<file path="config.mk">
export PLATFORM = sky130hd
export DESIGN_NAME = ir_json_formatter
export DESIGN_NICKNAME = d
export VERILOG_FILES = /design/src/rtl/ir_json_pkg.sv /design/src/rtl/ir_json_formatter_nibble_to_ascii.sv /design/src/rtl/ir_json_formatter.sv
export SDC_FILE = /design/constraint.sdc
export NUM_CORES = 1
export LEC_CHECK = 0
export BUFFER_PORTS_ARGS = -buffer_cell sky130_fd_sc_hd__buf_2
export CORE_UTILIZATION = 50
export DETAILED_ROUTE_END_ITERATION = 8
export PLACE_DENSITY = 0.76
export SLEW_MARGIN = 10
export SYNTH_ARGS = -nofsm -noshare
export SYNTH_HDL_FRONTEND = slang
export SYNTH_HIERARCHICAL = 1
export SYNTH_SLANG_ARGS = --single-unit
</file>
<file path="constraint.sdc">
create_clock -name clk -period 14.9 [get_ports clk]
set_clock_uncertainty 0.2 [all_clocks]
set_input_delay 0 -clock clk [delete_from_list [all_inputs] [get_ports clk]]
set_output_delay 0 -clock clk [all_outputs]
set_load 0.005 [all_outputs]
</file>
<file path="src/rtl/ir_json_pkg.sv">
// Shared types and constants for the IR-event JSON formatter: FSM states, record templates, slot positions.
package ir_json_pkg;

    typedef enum logic [1:0] {
        IDLE      = 2'd0,
        BUILD     = 2'd1,
        SEND      = 2'd2,
        WAIT_DONE = 2'd3
    } state_t;

    localparam logic [7:0] LEN_BASE = 8'd24;
    localparam logic [7:0] LEN_REP  = 8'd32;

    localparam logic [4:0] ADDR_HI = 5'd9;
    localparam logic [4:0] ADDR_LO = 5'd10;
    localparam logic [4:0] CMD_HI  = 5'd20;
    localparam logic [4:0] CMD_LO  = 5'd21;
    localparam logic [4:0] REP_D   = 5'd30;

    // {"addr":"00","cmd":"00"} -- digit slots hold '0' and are overwritten while building
    localparam logic [7:0] TPL_BASE [24] = '{
        8'h7B, 8'h22, 8'h61, 8'h64, 8'h64, 8'h72, 8'h22, 8'h3A,
        8'h22, 8'h30, 8'h30, 8'h22, 8'h2C, 8'h22, 8'h63, 8'h6D,
        8'h64, 8'h22, 8'h3A, 8'h22, 8'h30, 8'h30, 8'h22, 8'h7D
    };

    // {"addr":"00","cmd":"00","rep":0}
    localparam logic [7:0] TPL_REP [32] = '{
        8'h7B, 8'h22, 8'h61, 8'h64, 8'h64, 8'h72, 8'h22, 8'h3A,
        8'h22, 8'h30, 8'h30, 8'h22, 8'h2C, 8'h22, 8'h63, 8'h6D,
        8'h64, 8'h22, 8'h3A, 8'h22, 8'h30, 8'h30, 8'h22, 8'h2C,
        8'h22, 8'h72, 8'h65, 8'h70, 8'h22, 8'h3A, 8'h30, 8'h7D
    };

endpackage

</file>
<file path="src/rtl/ir_json_formatter_nibble_to_ascii.sv">
// Combinational 4-bit nibble to ASCII hex digit; HEX_UPPER selects 'A'-'F' or 'a'-'f'.
module nibble_to_ascii #(
    parameter int HEX_UPPER = 1
) (
    input  logic [3:0] nib_i,
    output logic [7:0] ascii_o
);

    always_comb begin
        if (nib_i < 4'd10) begin
            ascii_o = 8'h30 + {4'h0, nib_i};
        end else if (HEX_UPPER != 0) begin
            ascii_o = 8'h37 + {4'h0, nib_i};
        end else begin
            ascii_o = 8'h57 + {4'h0, nib_i};
        end
    end

endmodule

</file>
<file path="src/rtl/ir_json_formatter.sv">
// Renders one decoded IR event into a fixed-layout JSON record for json_to_uart and holds it until done.
// Optional macro IR_REPEAT_EN appends a ,"rep":D field (32-byte record instead of 24).
module ir_json_formatter
    import ir_json_pkg::*;
#(
    parameter int MAX_LEN   = 32,
    parameter int HEX_UPPER = 1,
    parameter int DROP_W    = 8
) (
    input  logic              clk,
    input  logic              rst,
    input  logic              ir_valid,
    output logic              ir_ready,
    input  logic [7:0]        ir_addr,
    input  logic [7:0]        ir_cmd,
    input  logic              ir_repeat,
    output logic [7:0]        json_str [0:MAX_LEN-1],
    output logic [7:0]        json_len,
    output logic              start,
    input  logic              tx_done,
    output logic              busy,
    output logic [DROP_W-1:0] drop_cnt
);

`ifdef IR_REPEAT_EN
    localparam logic [7:0] REC_LEN = LEN_REP;
    logic rep_q;
`else
    localparam logic [7:0] REC_LEN = LEN_BASE;
    logic unusedRepeat;
    assign unusedRepeat = ir_repeat;
`endif
    localparam logic [4:0] LAST_IDX = 5'(REC_LEN - 8'd1);

    state_t            state_q, state_d;
    logic [4:0]        idx_q, idx_d;
    logic [7:0]        addr_q, cmd_q;
    logic [7:0]        str_q [0:MAX_LEN-1];
    logic [7:0]        len_q;
    logic              start_q;
    logic              tx_done_q;
    logic [DROP_W-1:0] drop_q;

    logic [3:0] addrNib, cmdNib;
    logic [7:0] addrChr, cmdChr, curByte;

    nibble_to_ascii #(.HEX_UPPER(HEX_UPPER)) u_addr_digit (.nib_i(addrNib), .ascii_o(addrChr));
    nibble_to_ascii #(.HEX_UPPER(HEX_UPPER)) u_cmd_digit  (.nib_i(cmdNib),  .ascii_o(cmdChr));

    always_comb begin
        state_d = state_q;
        idx_d   = idx_q;
        case (state_q)
            IDLE: begin
                if (ir_valid) begin
                    state_d = BUILD;
                    idx_d   = '0;
                end
            end
            BUILD: begin
                idx_d = idx_q + 5'd1;
                if (idx_q == LAST_IDX) state_d = SEND;
            end
            SEND:      state_d = WAIT_DONE;
            // Only a fresh rising edge counts; a done level left over from the last record is ignored
            WAIT_DONE: if (tx_done && !tx_done_q) state_d = IDLE;
            default:   state_d = IDLE;
        endcase
    end

    always_comb begin
        addrNib = (idx_q == ADDR_HI) ? addr_q[7:4] : addr_q[3:0];
        cmdNib  = (idx_q == CMD_HI)  ? cmd_q[7:4]  : cmd_q[3:0];
`ifdef IR_REPEAT_EN
        curByte = TPL_REP[idx_q];
`else
        curByte = TPL_BASE[idx_q];
`endif
        if (idx_q == ADDR_HI || idx_q == ADDR_LO) begin
            curByte = addrChr;
        end else if (idx_q == CMD_HI || idx_q == CMD_LO) begin
            curByte = cmdChr;
        end
`ifdef IR_REPEAT_EN
        else if (idx_q == REP_D) begin
            curByte = rep_q ? 8'h31 : 8'h30;
        end
`endif
    end

    always_ff @(posedge clk or posedge rst) begin
        if (rst) begin
            state_q   <= IDLE;
            idx_q     <= '0;
            addr_q    <= '0;
            cmd_q     <= '0;
            len_q     <= '0;
            start_q   <= 1'b0;
            tx_done_q <= 1'b0;
            drop_q    <= '0;
`ifdef IR_REPEAT_EN
            rep_q     <= 1'b0;
`endif
            for (int i = 0; i < MAX_LEN; i++) str_q[i] <= 8'h00;
        end else begin
            state_q   <= state_d;
            idx_q     <= idx_d;
            tx_done_q <= tx_done;
            start_q   <= (state_q == SEND);
            if (ir_valid && !ir_ready && (drop_q != '1)) begin
                drop_q <= drop_q + DROP_W'(1);
            end
            if (state_q == IDLE && ir_valid) begin
                addr_q <= ir_addr;
                cmd_q  <= ir_cmd;
`ifdef IR_REPEAT_EN
                rep_q  <= ir_repeat;
`endif
                for (int i = 0; i < MAX_LEN; i++) begin
                    if (i >= int'(REC_LEN)) str_q[i] <= 8'h00;
                end
            end
            // The buffer is read live by the transmitter, so it only moves while building
            if (state_q == BUILD) begin
                str_q[idx_q] <= curByte;
                if (idx_q == LAST_IDX) len_q <= REC_LEN;
            end
        end
    end

    assign ir_ready = (state_q == IDLE);
    assign busy     = (state_q != IDLE);
    assign json_str = str_q;
    assign json_len = len_q;
    assign start    = start_q;
    assign drop_cnt = drop_q;

endmodule

</file>
# --- Word-level counts from Yosys, hierarchy flattened ---
# Memory sizes are Yosys's and may differ from the RTL's.
# Index checks and enable logic that the tools add are counted.
totals:
  latch_bits: 0
  elab_cells: 98
  mem_bits_ro: 256
  mem_count: 1
  out_inout_bits: 275
  register_bits: 290
  ramBits: 0
  input_bits: 21
memory_table:
  columns: ["name", "words", "word_bits", "read_ports", "rd_clocked_by_memory_dff", "wr", "line_no", "rtl"]
  rows:
  - ["(name not given)", 32, 8, 1, 0, 0, "ir_json_formatter.sv:77", "curByte = TPL_BASE[idx_q];"]
op_classes:
  n_addsub: 6
  n_mul: 0
  n_bitwise: 1
  n_reduce_logical: 15
  shifts: 0
  div_mod_pow: 0
  n_lt_le_gt_ge: 4
  muxes: 19
  eq_ne: 12
ops:
  columns: ["cell", "count"]
  rows:
  - ["bitwise mux 256 bit", 1]
  - ["two-way mux 64 bit", 2]
  - ["two-way mux 8 bit", 7]
  - ["demux 8 bit (select 5 bit)", 1]
  - ["adder 6 x 4 -> 7 bit (first input constant)", 4]
  - ["== test 5 bit (second input constant)", 3]
  - ["== test 5 x 4 -> 1 bit (second input constant)", 2]
  - ["one-hot mux 5 bit (2 select lines)", 1]
  - ["adder 8 x 1 -> 8 bit (second input constant)", 1]
  - ["less-than comparator 4 bit (second input constant)", 2]
  - ["two-way mux 4 bit", 2]
  - ["inequality test 8 bit (second input constant)", 1]
  - ["one-hot mux 2 bit (4 select lines)", 1]
  - [">= comparator 6 bit (second input constant)", 1]
  - ["less-than comparator 6 x 1 -> 1 bit (second input constant)", 1]
  - ["two-way mux 2 bit", 3]
  - ["inequality test 2 bit (second input constant)", 3]
  - ["inverter 5 -> 6 bit", 1]
  - ["adder 5 x 1 -> 5 bit (second input constant)", 1]
  - ["logical AND 1 bit", 5]
  - ["two-way mux 5 bit", 1]
  - ["== test 2 bit (second input constant)", 2]
  - ["AND reduction 2 bit", 2]
  - ["nonzero test 2 bit", 2]
  - ["5 further kinds", 7]

# --- Depth between registers and ports, before layout ---
# Gate-level depths: netlist of the first run.
depth:
  word_depth: 8
  depth_mapped: 13
  mapped_depth_nobuf: 10

# --- Cells and area by module ---
# Netlist of the first run, hierarchy kept.
modules_own_cells:
  columns: ["module", "seq_area_each_um2", "area_each_um2", "cells_per_inst", "n_inst"]
  rows:
  - ["ir_json_formatter", 7257.0, 11299.6, 952, 1]
  - ["nibble_to_ascii", 0.0, 105.1, 16, 2]

# --- Worst setup path after synthesis of the first run ---
# OpenSTA, ideal clock, no wires.
synth_timing:
  kind: "reg2reg"
  startpoint: "register idx_q[1]"
  endpoint: "register str_q, in the netlist json_str[170]"
  slack_ps: 11545
  period_less_slack_ps: 3355
  required_ps: 14557
  n_path_buf: 3
  arrival_ps: 3012
  path_stages_with_launch: 14
  setup_time_ps: 143
  path_cell_list: "dfrtp_1 -> clkbuf_1 -> inv_1 -> ha_1 -> clkbuf_1 -> clkbuf_1 -> and2_0 -> mux2_2 -> inv_1 -> ha_1 -> nand2_2 -> mux2_1 -> o22ai_1 -> o21ai_0"
synth_via:
  word_cells_on_any_way: 28
  cone_classes: "add/sub (4); order compare (4); eq/ne (4); mux (11); bitwise (1); reduce/logical (3); memory (1)"
synth_lines:
  columns: ["item", "line_no", "rtl"]
  rows:
  - ["from (decl)", "ir_json_formatter.sv:36", "logic [4:0] idx_q, idx_d;"]
  - ["from (signal assigned)", "ir_json_formatter.sv:107", "idx_q <= idx_d;"]
  - ["== test 5 x 4 -> 1 bit (*)", "ir_json_formatter.sv:72", "addrNib = (idx_q == ADDR_HI) ? addr_q[7:4] : addr_q[3:0];"]
  - ["two-way mux 4 bit (*)", "ir_json_formatter.sv:72", null]
  - ["net addrNib[1]", "ir_json_formatter.sv:44", "logic [3:0] addrNib, cmdNib;"]
  - ["adder 6 x 4 -> 7 bit, or another cell as far along", "ir_json_formatter_nibble_to_ascii.sv:13", "ascii_o = 8'h37 + {4'h0, nib_i};"]
  - ["two-way mux 8 bit (*)", "ir_json_formatter_nibble_to_ascii.sv:10", "if (nib_i < 4'd10) begin"]
  - ["net addrChr[2]", "ir_json_formatter.sv:45", "logic [7:0] addrChr, cmdChr, curByte;"]
  - ["two-way mux 8 bit (*)", "ir_json_formatter.sv:79", "if (idx_q == ADDR_HI || idx_q == ADDR_LO) begin"]
  - ["bitwise mux 256 bit (*)", "ir_json_formatter.sv:125", "str_q[idx_q] <= curByte;"]
  - ["to (signal, indexed assignment)", "ir_json_formatter.sv:125", null]
  - ["to (decl)", "ir_json_formatter.sv:38", "logic [7:0] str_q [0:MAX_LEN-1];"]
# Mark *: on every way through the listed nets, which the timed path passes. The rest lies on a longest branch. The select of a mux whose other input is x is not followed.
# A chain may end at the register's enable or synchronous reset.

# --- Worst setup path after layout of the first run ---
layout_timing:
  startpoint: "register idx_q[0]"
  endpoint: "register str_q, in the netlist json_str[57]"
layout_via:
  elab_chain_cells: 8
  word_cells_on_any_way: 29
  cone_classes: "add/sub (4); order compare (4); eq/ne (4); mux (12); bitwise (1); reduce/logical (3); memory (1)"
layout_lines:
  columns: ["item", "line_no", "rtl"]
  rows:
  - ["== test 5 bit (*)", "ir_json_formatter.sv:73", "cmdNib = (idx_q == CMD_HI) ? cmd_q[7:4] : cmd_q[3:0];"]
  - ["two-way mux 4 bit (*)", "ir_json_formatter.sv:73", null]
  - ["net cmdNib[1]", "ir_json_formatter.sv:44", null]
  - ["adder 6 x 4 -> 7 bit, or another cell as far along", "ir_json_formatter_nibble_to_ascii.sv:13", null]
  - ["two-way mux 8 bit (*)", "ir_json_formatter_nibble_to_ascii.sv:10", null]
  - ["net cmdChr[1]", "ir_json_formatter.sv:45", null]
  - ["two-way mux 8 bit (*)", "ir_json_formatter.sv:81", "end else if (idx_q == CMD_HI || idx_q == CMD_LO) begin"]
  - ["two-way mux 8 bit (*)", "ir_json_formatter.sv:79", null]
  - ["bitwise mux 256 bit (*)", "ir_json_formatter.sv:125", null]
  - ["two-way mux 64 bit (*)", "ir_json_formatter.sv:124", "if (state_q == BUILD) begin"]
# Marks and branches as above.

==> results.txt, run 1 <==
The flow ran to the end, but the final reports show violations. The final reports fail on design-rule violations. The most used flip-flop cell after synthesis is sky130_fd_sc_hd__dfrtp_1.

The peak fanout along the critical path came out at 37. The starting DRC count in detailed routing came out at around 510. The vertical die dimension is about 150 um. The overall die area came out at 23600 um^2. In the post-synthesis netlist, the biggest area contributors are sky130_fd_sc_hd__dfrtp_1 (63%), sky130_fd_sc_hd__mux2_2 (6.2%), sky130_fd_sc_hd__o21ai_0 (4.2%), sky130_fd_sc_hd__nand2_1 (4.0%), sky130_fd_sc_hd__and2_1 (1.7%). The non-filler instance count after layout came out at ~1.6k.

The tool flagged a number of max-cap violations equal to 0. The area share of xor/xnor cells in the synthesized design came out at 0.00761. Dividing the detail-routed via count by the number of cells gives 5.39. The portion of total power attributed to the clock network came out at 0.318. The relative contribution of combinational cells to total power is 0.256. The fraction of synthesized area in multiplexers came out at 0.0663.

The initial antenna violation count is 0. STA classifies the critical path endpoint as a flip-flop. Across the VDD grid, the largest voltage drop is 92.6 uV. The worst pin sits at a relative slew slack of 0.228. For the final routed database, the setup TNS stands at 0 ns.

The setup slack on the worst flop-to-flop path is approximately 11 ns. The average wire length per cell after detail routing came out at approximately 18 um. The fraction of power spent switching nets is 0.314.

The share of the clock period used by the worst path came out at 0.277. After synthesis, the largest family of logic cells by area is simple AND/OR/NAND/NOR gates. The first global-routing pass estimated ~46000 um of wire. The weighted congestion reported at the end of routability-driven placement came out at approximately 0.8. The total detailed-routing wirelength is around 29000 um. The area of the core region came out at around 23000 um^2. The net count of the finished layout came out at 1301. The tightest min-delay check is of the in2async type. Summed over all nets, the half-perimeter wirelength after detailed placement is 19200 um. The total via count in the routed design came out at between 8k and 9k. The number of hold-slack violations in the final timing report came to 0. In this run the core area contains 55 standard-cell rows. The proportion of power drawn by flip-flops and latches is 0.426. The simple logic cell fraction of the synthesized area is 0.131.

The total power of the final layout is 0.00236 W. The number of different library cells used by synthesis comes to 64. The clock drives slightly below 300 sinks. Summed over all instances, the cell type with the most area after synthesis is sky130_fd_sc_hd__dfrtp_1. On the final layout, the worst hold slack is around 0.028 ns. The synthesized area per cell came out at 11.7 um^2. The initial utilization of the core area, before any placement, comes to 0.508. The number of antenna diodes in the final layout is 0.

The global-route total usage across every layer came out at 0.246. For this design, the slowest cell found on the critical path is sky130_fd_sc_hd__a31oi_4. For the pin with the worst max-slew slack, the measured transition is roughly 1.2 ns.

The TritonCTS buffer count is 30. The proportion of register bits with asynchronous set or reset after synthesis came out at 1.00. The worst path buffer plus inverter count is 2.

The net switching power came out at approximately 0.00074 W. The path type of the worst setup path is reg2reg. From synthesis to final layout, the design area changed by 24.0%. The cell at the root of the clock tree is sky130_fd_sc_hd__clkbuf_16.

The worst register-to-register path ends at json_str[57]. Of the cells placed in the final design, the portion with a size suffix greater than 1 is 0.328. The compound-cell area share of the yosys netlist came to 0.113.

The count of buffers from port buffering came out at around 290. The total power per unit cell area is between 150 and 200 nW/um^2. The total number of yosys warnings is 6. The part of the Yosys area used for sequential elements came out at 0.631.

The clock period minus worst slack is ~4.1 ns. The internal power came out at ~0.0016 W. The static leakage came out at about 7.4 nW.

Data arrives at the worst endpoint at approximately 4.3 ns. The insertion delay to the later sink of the worst-skew pair is between 0.5 and 0.6 ns. The first-pass detailed-route iteration total came out at 6. The critical path required time came out at between 15 and 20 ns. After clock tree synthesis, the setup repair step added 0 buffers.

In this design, the stage delay of the slowest critical-path cell is 0.91 ns. The kind of start point of the critical path is a flip-flop. The area of the multi-input gates came out at approximately 3900 um^2.

The maximum achievable frequency came out at 0.242 GHz. After clock tree synthesis, the clock-pin slew on the worst setup and hold paths is 0.06 ns. The max-slew violation count came to 0. The launch point of the worst reg-to-reg path is idx_q[0]. For the worst flop-to-flop path, the logic depth is 10. Setup repair after global routing left no endpoint under its margin. Of the total synthesized cell area, the portion taken by full adders, half adders and majority gates is 0.0163.

Fill cells in the final layout number 1820. The synthesized instance count is approximately 1000. The footprint of the flip-flops and latches is 7260 um^2. The share of synthesized area in the top cell type comes to 0.631. The flip-flop and latch count after synthesis is 290.

CTS built an H-tree with a depth of 1. The synthesized design contains 0 enable-type register cells. Grouping stages by cell kind, the critical path spends the most delay in compound AO/OA/AOI/OAI gates. The sum of overflow across all layers after global routing is 0. In this run the deepest clock path goes through 3 buffers. Once detail routing completed, the nets flagged for antenna violations numbered 0. The via count of the first global-routing pass came to around 8k. Walking the worst path, the cells encountered are inv_1, ha_1, nand2_1, mux2_2, inv_1, ha_1, a21oi_1, a32o_1, a31oi_4, o21ai_0. The setup violation total in the final timing report came out at 0.

The remaining design rule violation count came out at 2. TritonCTS built the clock tree. The post-placement cell count is 1498. Entering global routing, the biggest net connects roughly 150 pins. The post-synthesis instance area is about 12000 um^2. The horizontal extent of the die came out at roughly 150 um. The number of top-level pins came out at ~300.
## final cells by class
type,instances,area share
flip-flops and latches,290,0.508
multi-input cells,616,0.274
repair buffers,311,0.117
clock buffers,44,0.0641
well taps,285,0.0250
clock inverters,8,0.00631
inverters,16,0.00473
## per-stage QoR
step | cell area, um^2 | worst slack (ns) | utilization
6_report | 14300 | 10.77 | 0.631
5_1_grt | 14300 | 10.42 | 0.631
4_1_cts | 14300 | 10.71 | 0.631
3_5_place_dp | 13100 | 10.76 | 0.577
3_3_place_gp | 13100 | 10.94 | 0.577
2_1_floorplan | 11500 | 6.69 | -
## worst max path at each step
stage                  start            end  slack (ns)  depth (start not counted)
floorplan                rst      addr_q[0]        6.69                          1
global placement    idx_q[1]  json_str[193]       10.94                         10
detailed placement  idx_q[0]  json_str[121]       10.76                         10
CTS                 idx_q[0]   json_str[57]       10.71                         10
global route        idx_q[0]   json_str[57]       10.42                         10
finish              idx_q[0]   json_str[57]       10.77                         10
## power groups by stage
stage	clock (W)	sequential, W	combinational [W]
6_report	0.000751	0.00100	0.000604
5_1_grt	0.000795	0.00102	0.000666
4_1_cts	0.000768	0.00100	0.000608
3_5_place_dp	0	0.00101	0.000601
3_3_place_gp	0	0.00101	0.000584
2_1_floorplan	0	0.00101	0.000361
## worst reg2reg max path, stage by stage (launching register included)
cell and delay (ns):
sky130_fd_sc_hd__dfrtp_1 0.49, sky130_fd_sc_hd__inv_1 0.17, sky130_fd_sc_hd__ha_1 0.60, sky130_fd_sc_hd__nand2_1 0.28, sky130_fd_sc_hd__mux2_2 0.36, sky130_fd_sc_hd__inv_1 0.06, sky130_fd_sc_hd__ha_1 0.27, sky130_fd_sc_hd__a21oi_1 0.07
sky130_fd_sc_hd__a32o_1 0.27, sky130_fd_sc_hd__a31oi_4 0.91, sky130_fd_sc_hd__o21ai_0 0.26
## Yosys cell counts (all sizes together) (3+ instances only)
| master | count |
|---|---|
| nand3 | 37 |
| inv | 16 |
| nor2b | 16 |
| a31oi | 7 |
| a22oi | 6 |
| nor3 | 3 |
| nor2 | 31 |
| clkbuf | 40 |
| o21ai | 98 |
| ha | 15 |
| conb | 3 |
| a21oi | 29 |
| o22ai | 5 |
| nand2 | 124 |
| o21a | 3 |
| and3 | 20 |
| nand4 | 6 |
| a22o | 3 |
| xnor2 | 9 |
| o2bb2ai | 8 |
| a21o | 8 |
| nand2b | 20 |
| or2 | 6 |
| a32o | 3 |
| mux2 | 66 |
| buf | 27 |
| nor3b | 3 |
| dfrtp | 290 |
| o31ai | 13 |
| a31o | 12 |
| and2 | 32 |
## repair_timing
action,4_1_cts,5_1_grt
endpoints found under the hold margin,190,0
hold buffers,20,0
gates resized for setup,0,0
## registers in the layout, summed over array words and instances (netlist names)
signal and flops:
drop_cnt 8, cmd_q 8, addr_q 8, idx_q 5, json_str 256, tx_done_q 1, state_q 2, start 1
json_len 1
## cell families after synthesis
kind of cell | count (synthesis)
xor gates and xnor gates | 10
buffers and inverters | 83
DFF | 290
and+or+nand+nor | 306
other | 3
muxes | 68
AOI/OAI and AO/OA | 209
adders and majority gates | 15
## layout by cell type, fill, tap and decap left out, types with 4 or more instances in the layout
master and count:
sky130_fd_sc_hd__o21ai_0 96, sky130_fd_sc_hd__o2bb2ai_1 8, sky130_fd_sc_hd__or2_2 4, sky130_fd_sc_hd__dfrtp_1 290
sky130_fd_sc_hd__a31o_2 6, sky130_fd_sc_hd__a21o_1 8, sky130_fd_sc_hd__nand3_1 37, sky130_fd_sc_hd__a21oi_1 29
sky130_fd_sc_hd__nor2b_1 15, sky130_fd_sc_hd__a22oi_1 6, sky130_fd_sc_hd__inv_1 15, sky130_fd_sc_hd__nand4_1 6
sky130_fd_sc_hd__o31ai_1 13, sky130_fd_sc_hd__o22ai_1 5, sky130_fd_sc_hd__and3_1 20, sky130_fd_sc_hd__ha_1 15
sky130_fd_sc_hd__a31oi_1 6, sky130_fd_sc_hd__dlygate4sd3_1 20, sky130_fd_sc_hd__nand2_1 121, sky130_fd_sc_hd__clkbuf_1 4
sky130_fd_sc_hd__xnor2_1 9, sky130_fd_sc_hd__and2_1 31, sky130_fd_sc_hd__nor2_1 31, sky130_fd_sc_hd__clkinv_2 6
sky130_fd_sc_hd__a31o_1 6, sky130_fd_sc_hd__mux2_2 63, sky130_fd_sc_hd__clkbuf_16 31, sky130_fd_sc_hd__nand2b_1 20
sky130_fd_sc_hd__clkbuf_8 9, sky130_fd_sc_hd__buf_2 288, sky130_fd_sc_hd__conb_1 8
## per-layer routing
layer  vias up  wire [um]  track usage
li1       3943          -            -
met1      4184      12200        0.332
met3        54       1800       0.0465
met4         0        722       0.0752
met5         -          0            0
met2       284      14100        0.404
Power figures use the tool's default switching activity.
==> run 2, diff against run 1 <==
Settings changed: ABC_AREA from default to 1, CORE_UTILIZATION 50 to 49, PLACE_DENSITY 0.76 to 0.77.
Clock period 14.9 ns to 3.5 ns, I/O delays scaled along.
==> run 2 against run 1 <==
The flow now finishes without violations. Worst hold slack got worse by 0.0019 ns. Combinational power increased to 5.3 times the previous value. Count of clock-buffer cells in the layout decreased by 3. Global-route usage increased by 2.0 points. Final cell count increased by 31%.
==> results.txt, run 2 <==
The run finished with clean final reports. The global-route wire length before repair is 52000 um (+13%). The library cells used most frequently in the layout, excluding fill and tap cells, are sky130_fd_sc_hd__nand2_1 (622), sky130_fd_sc_hd__dfrtp_1 (290), sky130_fd_sc_hd__buf_2 (288). The number of distinct library cells after synthesis was 34 (-47%). The area of the core region is 23800 um^2 (+4.9%). The net count of the finished layout came out at 1755 (+35%). The path with the worst hold slack has its endpoint at cmd_q[0]. The worst slew slack as a fraction of its limit came out at 0.294 (+0.0667).

The share of the core filled with cells in the final layout is 0.648 (+0.0171). The count of buffers from port buffering was 288 (unchanged). The number of enable-type register cells in the synthesized netlist came to 0 (unchanged).

Sorting the synthesized cells by how often they occur yields sky130_fd_sc_hd__nand2_1 (623), sky130_fd_sc_hd__dfrtp_1 (290), sky130_fd_sc_hd__inv_1 (116). The setup path with the least slack is of type reg2reg. The part of the Yosys area used for sequential elements came out at 0.604 (-0.0270).

The overall die area came out at 25200 um^2 (+6.5%). The total detailed-routing wirelength is 33000 um (+15%). The post-placement cell count is 1962 (+31%). The worst setup path is launched from a flip-flop. The post-synthesis instance area came out at 12000 um^2 (+4.5%). The vertical die dimension is 159 um (+3.2%). The static leakage was 9.19 nW (+25%). The setup slack on the worst flop-to-flop path came to 0.27 ns (-10.50 ns). The critical path required time was 3.78 ns (-11.28 ns).

Leaving out fill and tap cells, the most frequent cell in the layout is sky130_fd_sc_hd__nand2_1. The slew at the pin closest to its max-slew limit was 1.06 ns (-0.102 ns). TritonCTS built the clock tree.

The horizontal extent of the die is 159 um (+3.2%). The CTS sink count is 290 (unchanged). The growth of design area from synthesis to finish is 27.9%. The tightest hold margin came to 0.0260 ns (-0.00193 ns). The total number of yosys warnings is 6 (unchanged). The tree is rooted in a sky130_fd_sc_hd__clkbuf_16. The number of hold-slack violations in the final timing report came to 0 (unchanged). The initial antenna violation count is 0 (unchanged). Setup repair after global routing left no endpoint under its margin.

The sum of overflow across all layers after global routing came out at 0 (unchanged). The proportion of register bits with asynchronous set or reset after synthesis came out at 1.00 (unchanged). The average wire length per cell after detail routing came out at 16.0 um (-13%). The post-CTS setup-driven buffer insertion count came out at 0 (unchanged). The predominant post-synthesis flop cell is sky130_fd_sc_hd__dfrtp_1. In this run the most critical hold path is launched from ir_cmd[0]. Among all cell types in the netlist, the one instantiated most often is sky130_fd_sc_hd__nand2_1.

The weighted congestion reported at the end of routability-driven placement came out at 0.895 (+11%). The setup slack at placement came to 0.143 ns (-10.62 ns). The total of max-cap violations came to 0 (unchanged). The peak fanout along the critical path is 15 (-59%). The flip-flop and latch count after synthesis is 290 (unchanged). The synthesized area per cell came out at 8.82 um^2 (-25%). The path depth of the worst reg2reg path is 18 (+8). The starting density of the core came out at 0.506 (-0.00216). The critical path arrival came out at 3.51 ns (-0.78 ns). The TritonCTS buffer count came out at 30 (unchanged). The number of top-level pins is 296 (unchanged). sky130_fd_sc_hd__dfrtp_1 takes more of the synthesized area than any other cell. The max-slew violation count came out at 0 (unchanged). The slack of the critical path came to 0.268 ns (-10.50 ns). The remaining design rule violation count is 0 (-2). The clock-pin slew reported for the worst setup and hold paths after clock tree synthesis is 0.06 ns (about the same). The half-perimeter wire length after detailed placement came out at 22200 um (+16%). The area share of the largest cell type after synthesis is 0.604 (-0.0270).

The peak supply drop came out at 603 uV (+550%). The global-route total usage across every layer came out at 0.266 (+0.0201). The share of the clock period used by the worst path came out at 0.923 (+0.646).

By area the synthesized netlist is led by sky130_fd_sc_hd__dfrtp_1 (60%), sky130_fd_sc_hd__nand2_1 (19%), sky130_fd_sc_hd__inv_1 (3.6%), sky130_fd_sc_hd__nand3_1 (3.2%), sky130_fd_sc_hd__nor2_1 (2.1%). The via count of the first global-routing pass came to 9925 (+21%). The fraction of final layout cells sized beyond drive strength 1 came to 0.251 (-0.0771).

The row count is 56 (+1.8%). The total via count in the routed design is 10.2k (+21%). The clock period minus worst slack is 3.23 ns (-0.901 ns). Counting instances, the worst hold path has a depth of 4. The non-filler instance count after layout is 2062 (+31%). The endpoint identified for the worst register-to-register timing path is json_str[185]. The worst hold path belongs to the class in2reg.

The maximum achievable frequency came out at 0.309 GHz (+28%). The clock tree buffer depth came to 3 (unchanged). The first-pass detailed-route iteration total is 5 (-1). The number of vias per cell came out at 4.97 (-7.9%).

The starting DRC count in detailed routing came out at 707 (+40%). The number of flip-flops under the largest register name came to 256 (unchanged). STA classifies the critical path endpoint as a flip-flop. The synthesized instance count came out at 1364 (+39%). The setup violation total in the final timing report is 0 (unchanged). The launch point of the worst reg-to-reg path is idx_q[1]. The insertion delay to the later sink of the worst-skew pair came out at 0.55 ns (about the same). The number of nets still failing antenna checks after routing came out at 0 (unchanged). The antenna diode count came out at 0 (unchanged). The pin count of the biggest net entering global routing came to 85 (-44%). The total power per unit cell area is 697 nW/um^2 (+320%).

The H-tree level count is 1 (unchanged).
-- run 2: changes by cell type in the layout (fill, tap and decap cells not counted), moves of 37 or more --
| cell | before | now |
|---|---|---|
| sky130_fd_sc_hd__nor2_1 | 31 | 68 |
| sky130_fd_sc_hd__mux2_2 | 63 | 0 |
| sky130_fd_sc_hd__nand3_1 | 37 | 78 |
| sky130_fd_sc_hd__inv_1 | 15 | 115 |
| sky130_fd_sc_hd__nand2_1 | 121 | 622 |
| sky130_fd_sc_hd__o21ai_0 | 96 | 26 |
-- run 2: cells by family after synthesis --
logic type | after synthesis | synth area share
AND/OR/NAND/NOR | 838 | 0.292
flip-flops | 290 | 0.604
buffers and inverters | 162 | 0.0593
AO/OA/AOI/OAI | 52 | 0.0255
adder cells (fa/ha/maj) | 15 | 0.0156
XOR/XNOR | 4 | 0.00291
other | 3 | 0.000936
-- run 2: cell type report --
class                      count  area (um^2)
clock buffer                  41          893
clock inverter                15          161
fill                        1953         8370
inverter                     123          465
multi-input combinational    917         4090
sequential                   290         7260
tap                          319          399
timing repair buffer         357         2120
-- run 2: per-stage QoR --
step           cell area, um^2  total power [W]  TNS [ns]
2_1_floorplan            12000          0.00602   -158.68
3_3_place_gp             13900          0.00719         0
3_5_place_dp             13900          0.00727         0
4_1_cts                  15400           0.0108         0
5_1_grt                  15400           0.0113         0
6_report                 15400           0.0107         0
-- run 2: worst max path at each step --
stage	start	to	slack, ns
2_1_floorplan	rst	addr_q[0]	-0.55
3_3_place_gp	idx_q[1]	json_str[206]	0.32
3_5_place_dp	idx_q[1]	json_str[214]	0.14
4_1_cts	idx_q[1]	json_str[174]	0.11
5_1_grt	idx_q[1]	json_str[161]	0.04
6_report	idx_q[1]	json_str[185]	0.27
-- run 2: critical path: stages (launching register included) --
cell and delay [ns]:
sky130_fd_sc_hd__dfrtp_1 0.50, sky130_fd_sc_hd__inv_1 0.16, sky130_fd_sc_hd__ha_2 0.25, sky130_fd_sc_hd__nand4_1 0.13, sky130_fd_sc_hd__inv_1 0.11, sky130_fd_sc_hd__o21ai_0 0.48, sky130_fd_sc_hd__inv_1 0.16, sky130_fd_sc_hd__nand2_1 0.15
sky130_fd_sc_hd__nand3b_1 0.10, sky130_fd_sc_hd__nand2_1 0.08, sky130_fd_sc_hd__inv_1 0.04, sky130_fd_sc_hd__o211ai_1 0.08, sky130_fd_sc_hd__nand2_1 0.07, sky130_fd_sc_hd__inv_1 0.06, sky130_fd_sc_hd__nand2_1 0.05, sky130_fd_sc_hd__nand2_1 0.11
sky130_fd_sc_hd__buf_4 0.27, sky130_fd_sc_hd__nand2_1 0.08, sky130_fd_sc_hd__nand2_1 0.08
-- run 2: timing repair --
action                                  4_1_cts  5_1_grt
endpoints found under the hold margin        68        0
hold buffers                                 44        0
gates resized for setup                       0        3
endpoints found under the setup margin        0       40
-- run 2: where the power goes --
group          switching [W]  total (W)  internal, W
registers           0.000337    0.00422      0.00388
clock network        0.00132    0.00332      0.00200
logic                0.00205    0.00318      0.00113
total                0.00371     0.0107      0.00702
-- run 2: per-layer routing --
layer,track usage,vias up,share of wire
li1,-,4881,-
met1,0.339,4873,0.41
met2,0.460,435,0.49
met3,0.0585,55,0.088
met4,0.0659,0,0.020
met5,0,-,0
==> run 3, diff against run 2 <==
==> constraint.sdc (replaced) <==
create_clock -name clk -period 3.5 [get_ports clk]
set_clock_uncertainty 0.2 [all_clocks]
set_input_delay 0.35 -clock clk [delete_from_list [all_inputs] [get_ports clk]]
set_output_delay 0.35 -clock clk [all_outputs]
set_load 0.005 [all_outputs]
==> run 3 against run 2 <==
Critical path depth did not move. Sequential cell count did not move. Setup slack got worse by 0.0087 ns. Wire length rose by 0.17%. Sequential share of layout area rose by 0.51 points. Register-to-register slack barely moved. Non-clock buffer count fell by 24. Cell area fell by 1.1%. Critical endpoint is now json_str[193]. Largest power group unchanged.
==> results.txt, run 3 (same netlist as run 2, synthesis figures left out) <==
The largest incremental delay on the critical path was 0.54 ns (+0.04 ns). STA classifies the critical path startpoint as a flip-flop. The H-tree level count was 1 (unchanged). The initial antenna violation count is 0 (unchanged). The peak fanout along the critical path is 15 (unchanged). The area of placed instances is 13900 um^2 (+0.14%). The weighted congestion reported at the end of routability-driven placement is 0.911 (+1.8%). The net switching power is 0.00374 W (+0.81%).

The first-pass detailed-route iteration total is 5 (unchanged). The critical path capture point type is a flip-flop. The horizontal extent of the die is 159 um (unchanged). The total power per unit cell area came out at 717 nW/um^2 (+2.9%). The global-route total usage across every layer came out at 0.262 (-0.00402). The post-placement cell count is 1963 (+0.051%). The clock period minus worst slack came out at 3.24 ns (+0.00872 ns). The half-perimeter wire length after detailed placement came out at 22400 um (+0.89%).

The post-layout instance area is 15200 um^2 (-1.1%). The worst path buffer plus inverter count came out at 6 (unchanged). Leaving out fill and tap cells, the most frequent cells in the layout are sky130_fd_sc_hd__nand2_1 (622), sky130_fd_sc_hd__dfrtp_1 (290), sky130_fd_sc_hd__buf_2 (288).

The share of the clock period used by the worst path came out at 0.926 (+0.00249). The critical path goes through inv_1, ha_1, nand4_1, inv_1, o21ai_0, inv_1, nand2_1, nand3b_1, nand2_1, inv_1, o211ai_1, nand2_1, inv_1, nand2_1, nand2_1, buf_4, nand2_1, nand2_1. The number of nets still failing antenna checks after routing came out at 0 (unchanged). The total of max-cap violations is 0 (unchanged). The total via count in the routed design was 10.2k (-0.22%).

The worst hold path belongs to the class in2reg. The critical path arrival came out at 3.54 ns (+0.03 ns). The worst slew slack as a fraction of its limit came out at 0.456 (+0.162).

The remaining design rule violation count came to 0 (unchanged). The count of buffers from port buffering is 288 (unchanged). The relative contribution of combinational cells to total power is 0.287 (-0.010).

The average wire length per cell after detail routing is 16.2 um (+1.3%). The number of vias per cell is 5.02 (+0.95%). The growth of design area from synthesis to finish is 26.6%. The pin count of the biggest net entering global routing came out at 82 (-3.5%). The overall die area came out at 25200 um^2 (unchanged). The static leakage came out at 9.11 nW (-0.89%).

The net count of the finished layout is 1731 (-1.4%). The slew at the pin closest to its max-slew limit came out at 0.813 ns (-0.243 ns). The starting DRC count in detailed routing came out at 664 (-6.1%). The via count of the first global-routing pass came out at 9931 (+0.060%). The fraction of power spent switching nets came to 0.342 (-0.00340). TritonCTS built the clock tree. The CTS sink count came out at 290 (unchanged). The peak supply drop was 424 uV (-30%). The setup violation total in the final timing report is 0 (unchanged). The total detailed-routing wirelength is 33100 um (+0.17%). The insertion delay to the later sink of the worst-skew pair is 0.55 ns (about the same). The global-route wire length before repair is 51500 um (-0.97%). The vertical die dimension is 159 um (unchanged).

The sum of overflow across all layers after global routing is 0 (unchanged). The number of top-level pins was 296 (unchanged). The library cell used most frequently in the layout, excluding fill and tap cells, is sky130_fd_sc_hd__nand2_1.

The portion of total power attributed to the clock network is 0.327 (+0.017). The non-filler instance count after layout was 2038 (-1.2%). The area of the core region came out at 23800 um^2 (unchanged). The tree is rooted in a sky130_fd_sc_hd__clkbuf_16. The critical path required time is 3.80 ns (+0.02 ns). The row count is 56 (unchanged).

The run finished with clean final reports. The worst setup path is of the reg2reg kind. The number of flip-flops under the largest register name is 256 (unchanged). The TritonCTS buffer count is 30 (unchanged). The total power of the final layout is 0.0109 W (+1.8%). The fraction of final layout cells sized beyond drive strength 1 is 0.254 (+0.00293). Setup repair after global routing left no endpoint under its margin. The proportion of power drawn by flip-flops and latches is 0.386 (-0.007). The tightest hold margin came to 0.252 ns (+0.226 ns).

For this design, the slowest cell found on the critical path is sky130_fd_sc_hd__o21ai_0. The clock-pin slew reported for the worst setup and hold paths after clock tree synthesis came out at 0.06 ns (about the same). The internal power is 0.00718 W (+2.3%). The antenna diode count is 0 (unchanged). The post-CTS setup-driven buffer insertion count came out at 0 (unchanged).

The maximum achievable frequency came out at 0.309 GHz (-0.27%). The max-slew violation count came out at 0 (unchanged). Among cell families on the critical path, the largest total delay comes from buffers and inverters. Among the stages of the critical path, the cell type that occurs most often is sky130_fd_sc_hd__nand2_1. The number of hold-slack violations in the final timing report came to 0 (unchanged).

The starting density of the core came out at 0.506 (unchanged). The clock tree buffer depth was 3 (unchanged).
## run 3: cell types whose count changed in the layout (fill, tap and decap cells not counted)
cell	change
sky130_fd_sc_hd__clkbuf_1	+1
sky130_fd_sc_hd__clkinv_8	+1
sky130_fd_sc_hd__clkinv_2	-2
sky130_fd_sc_hd__ha_2	-1
sky130_fd_sc_hd__dlygate4sd3_1	-25
sky130_fd_sc_hd__clkinv_4	-1
sky130_fd_sc_hd__bufinv_16	+4
sky130_fd_sc_hd__buf_12	+1
sky130_fd_sc_hd__clkbuf_8	-2
sky130_fd_sc_hd__ha_1	+1
sky130_fd_sc_hd__clkbuf_16	-1
## run 3: layer usage
layer	track usage	routed length, um	share of wire
met5	0	0	0
met3	0.0618	2700	0.082
met4	0.0673	647	0.020
met2	0.446	15900	0.48
met1	0.335	13800	0.42
## run 3: final timing paths
check / start / endpoint / cells after the start / slack [ns]
min in group asynchronous: rst / json_str[156] / 3 / 0.26
worst min register to register: json_str[109] / json_str[109] / 1 / 0.26
worst max register to register: idx_q[1] / json_str[193] / 18 / 0.26
max in group asynchronous: rst / json_str[207] / 4 / 1.91
worst max-delay path: idx_q[1] / json_str[193] / 18 / 0.26
worst min-delay path: tx_done / tx_done_q / 2 / 0.25
## run 3: metrics by stage
stage / utilization / setup TNS (ns) / setup slack (ns)
after CTS: 0.640 / 0 / 0.283
final: 0.641 / 0 / 0.259
after global placement: 0.585 / 0 / 0.385
after detailed placement: 0.585 / 0 / 0.293
after global routing: 0.641 / 0 / 0.00834
after floorplan: - / -260.18 / -0.897
## run 3: repair_timing
| item | in CTS | in global routing |
|---|---|---|
| gates resized for setup | 0 | 2 |
| hold buffers | 19 | 0 |
| endpoints found under the setup margin | 0 | 6 |
| endpoints found under the hold margin | 39 | 0 |
## run 3: power by group through the flow
stage | Sequential (W) | Combinational (W) | Clock, W
3_5_place_dp | 0.00425 | 0.00310 | 0
4_1_cts | 0.00421 | 0.00313 | 0.00361
6_report | 0.00421 | 0.00314 | 0.00357
2_1_floorplan | 0.00425 | 0.00177 | 0
3_3_place_gp | 0.00424 | 0.00301 | 0
5_1_grt | 0.00427 | 0.00346 | 0.00375
## run 3: layout make-up
cell class	count	area, um^2
clock buffer	39	845
clock inverter	17	279
fill	1944	8530
inverter	123	465
multi-input combinational	917	4090
sequential	290	7260
tap	319	399
timing repair buffer	333	1890
## run 3: worst reg2reg max path, cell delays in order, from the launching register on
cell and delay (ns):
sky130_fd_sc_hd__dfrtp_1 0.50, sky130_fd_sc_hd__inv_1 0.16, sky130_fd_sc_hd__ha_1 0.23, sky130_fd_sc_hd__nand4_1 0.13, sky130_fd_sc_hd__inv_1 0.12, sky130_fd_sc_hd__o21ai_0 0.54, sky130_fd_sc_hd__inv_1 0.17, sky130_fd_sc_hd__nand2_1 0.14
sky130_fd_sc_hd__nand3b_1 0.08, sky130_fd_sc_hd__nand2_1 0.08, sky130_fd_sc_hd__inv_1 0.05, sky130_fd_sc_hd__o211ai_1 0.08, sky130_fd_sc_hd__nand2_1 0.06, sky130_fd_sc_hd__inv_1 0.05, sky130_fd_sc_hd__nand2_1 0.04, sky130_fd_sc_hd__nand2_1 0.12
sky130_fd_sc_hd__buf_4 0.27, sky130_fd_sc_hd__nand2_1 0.10, sky130_fd_sc_hd__nand2_1 0.07
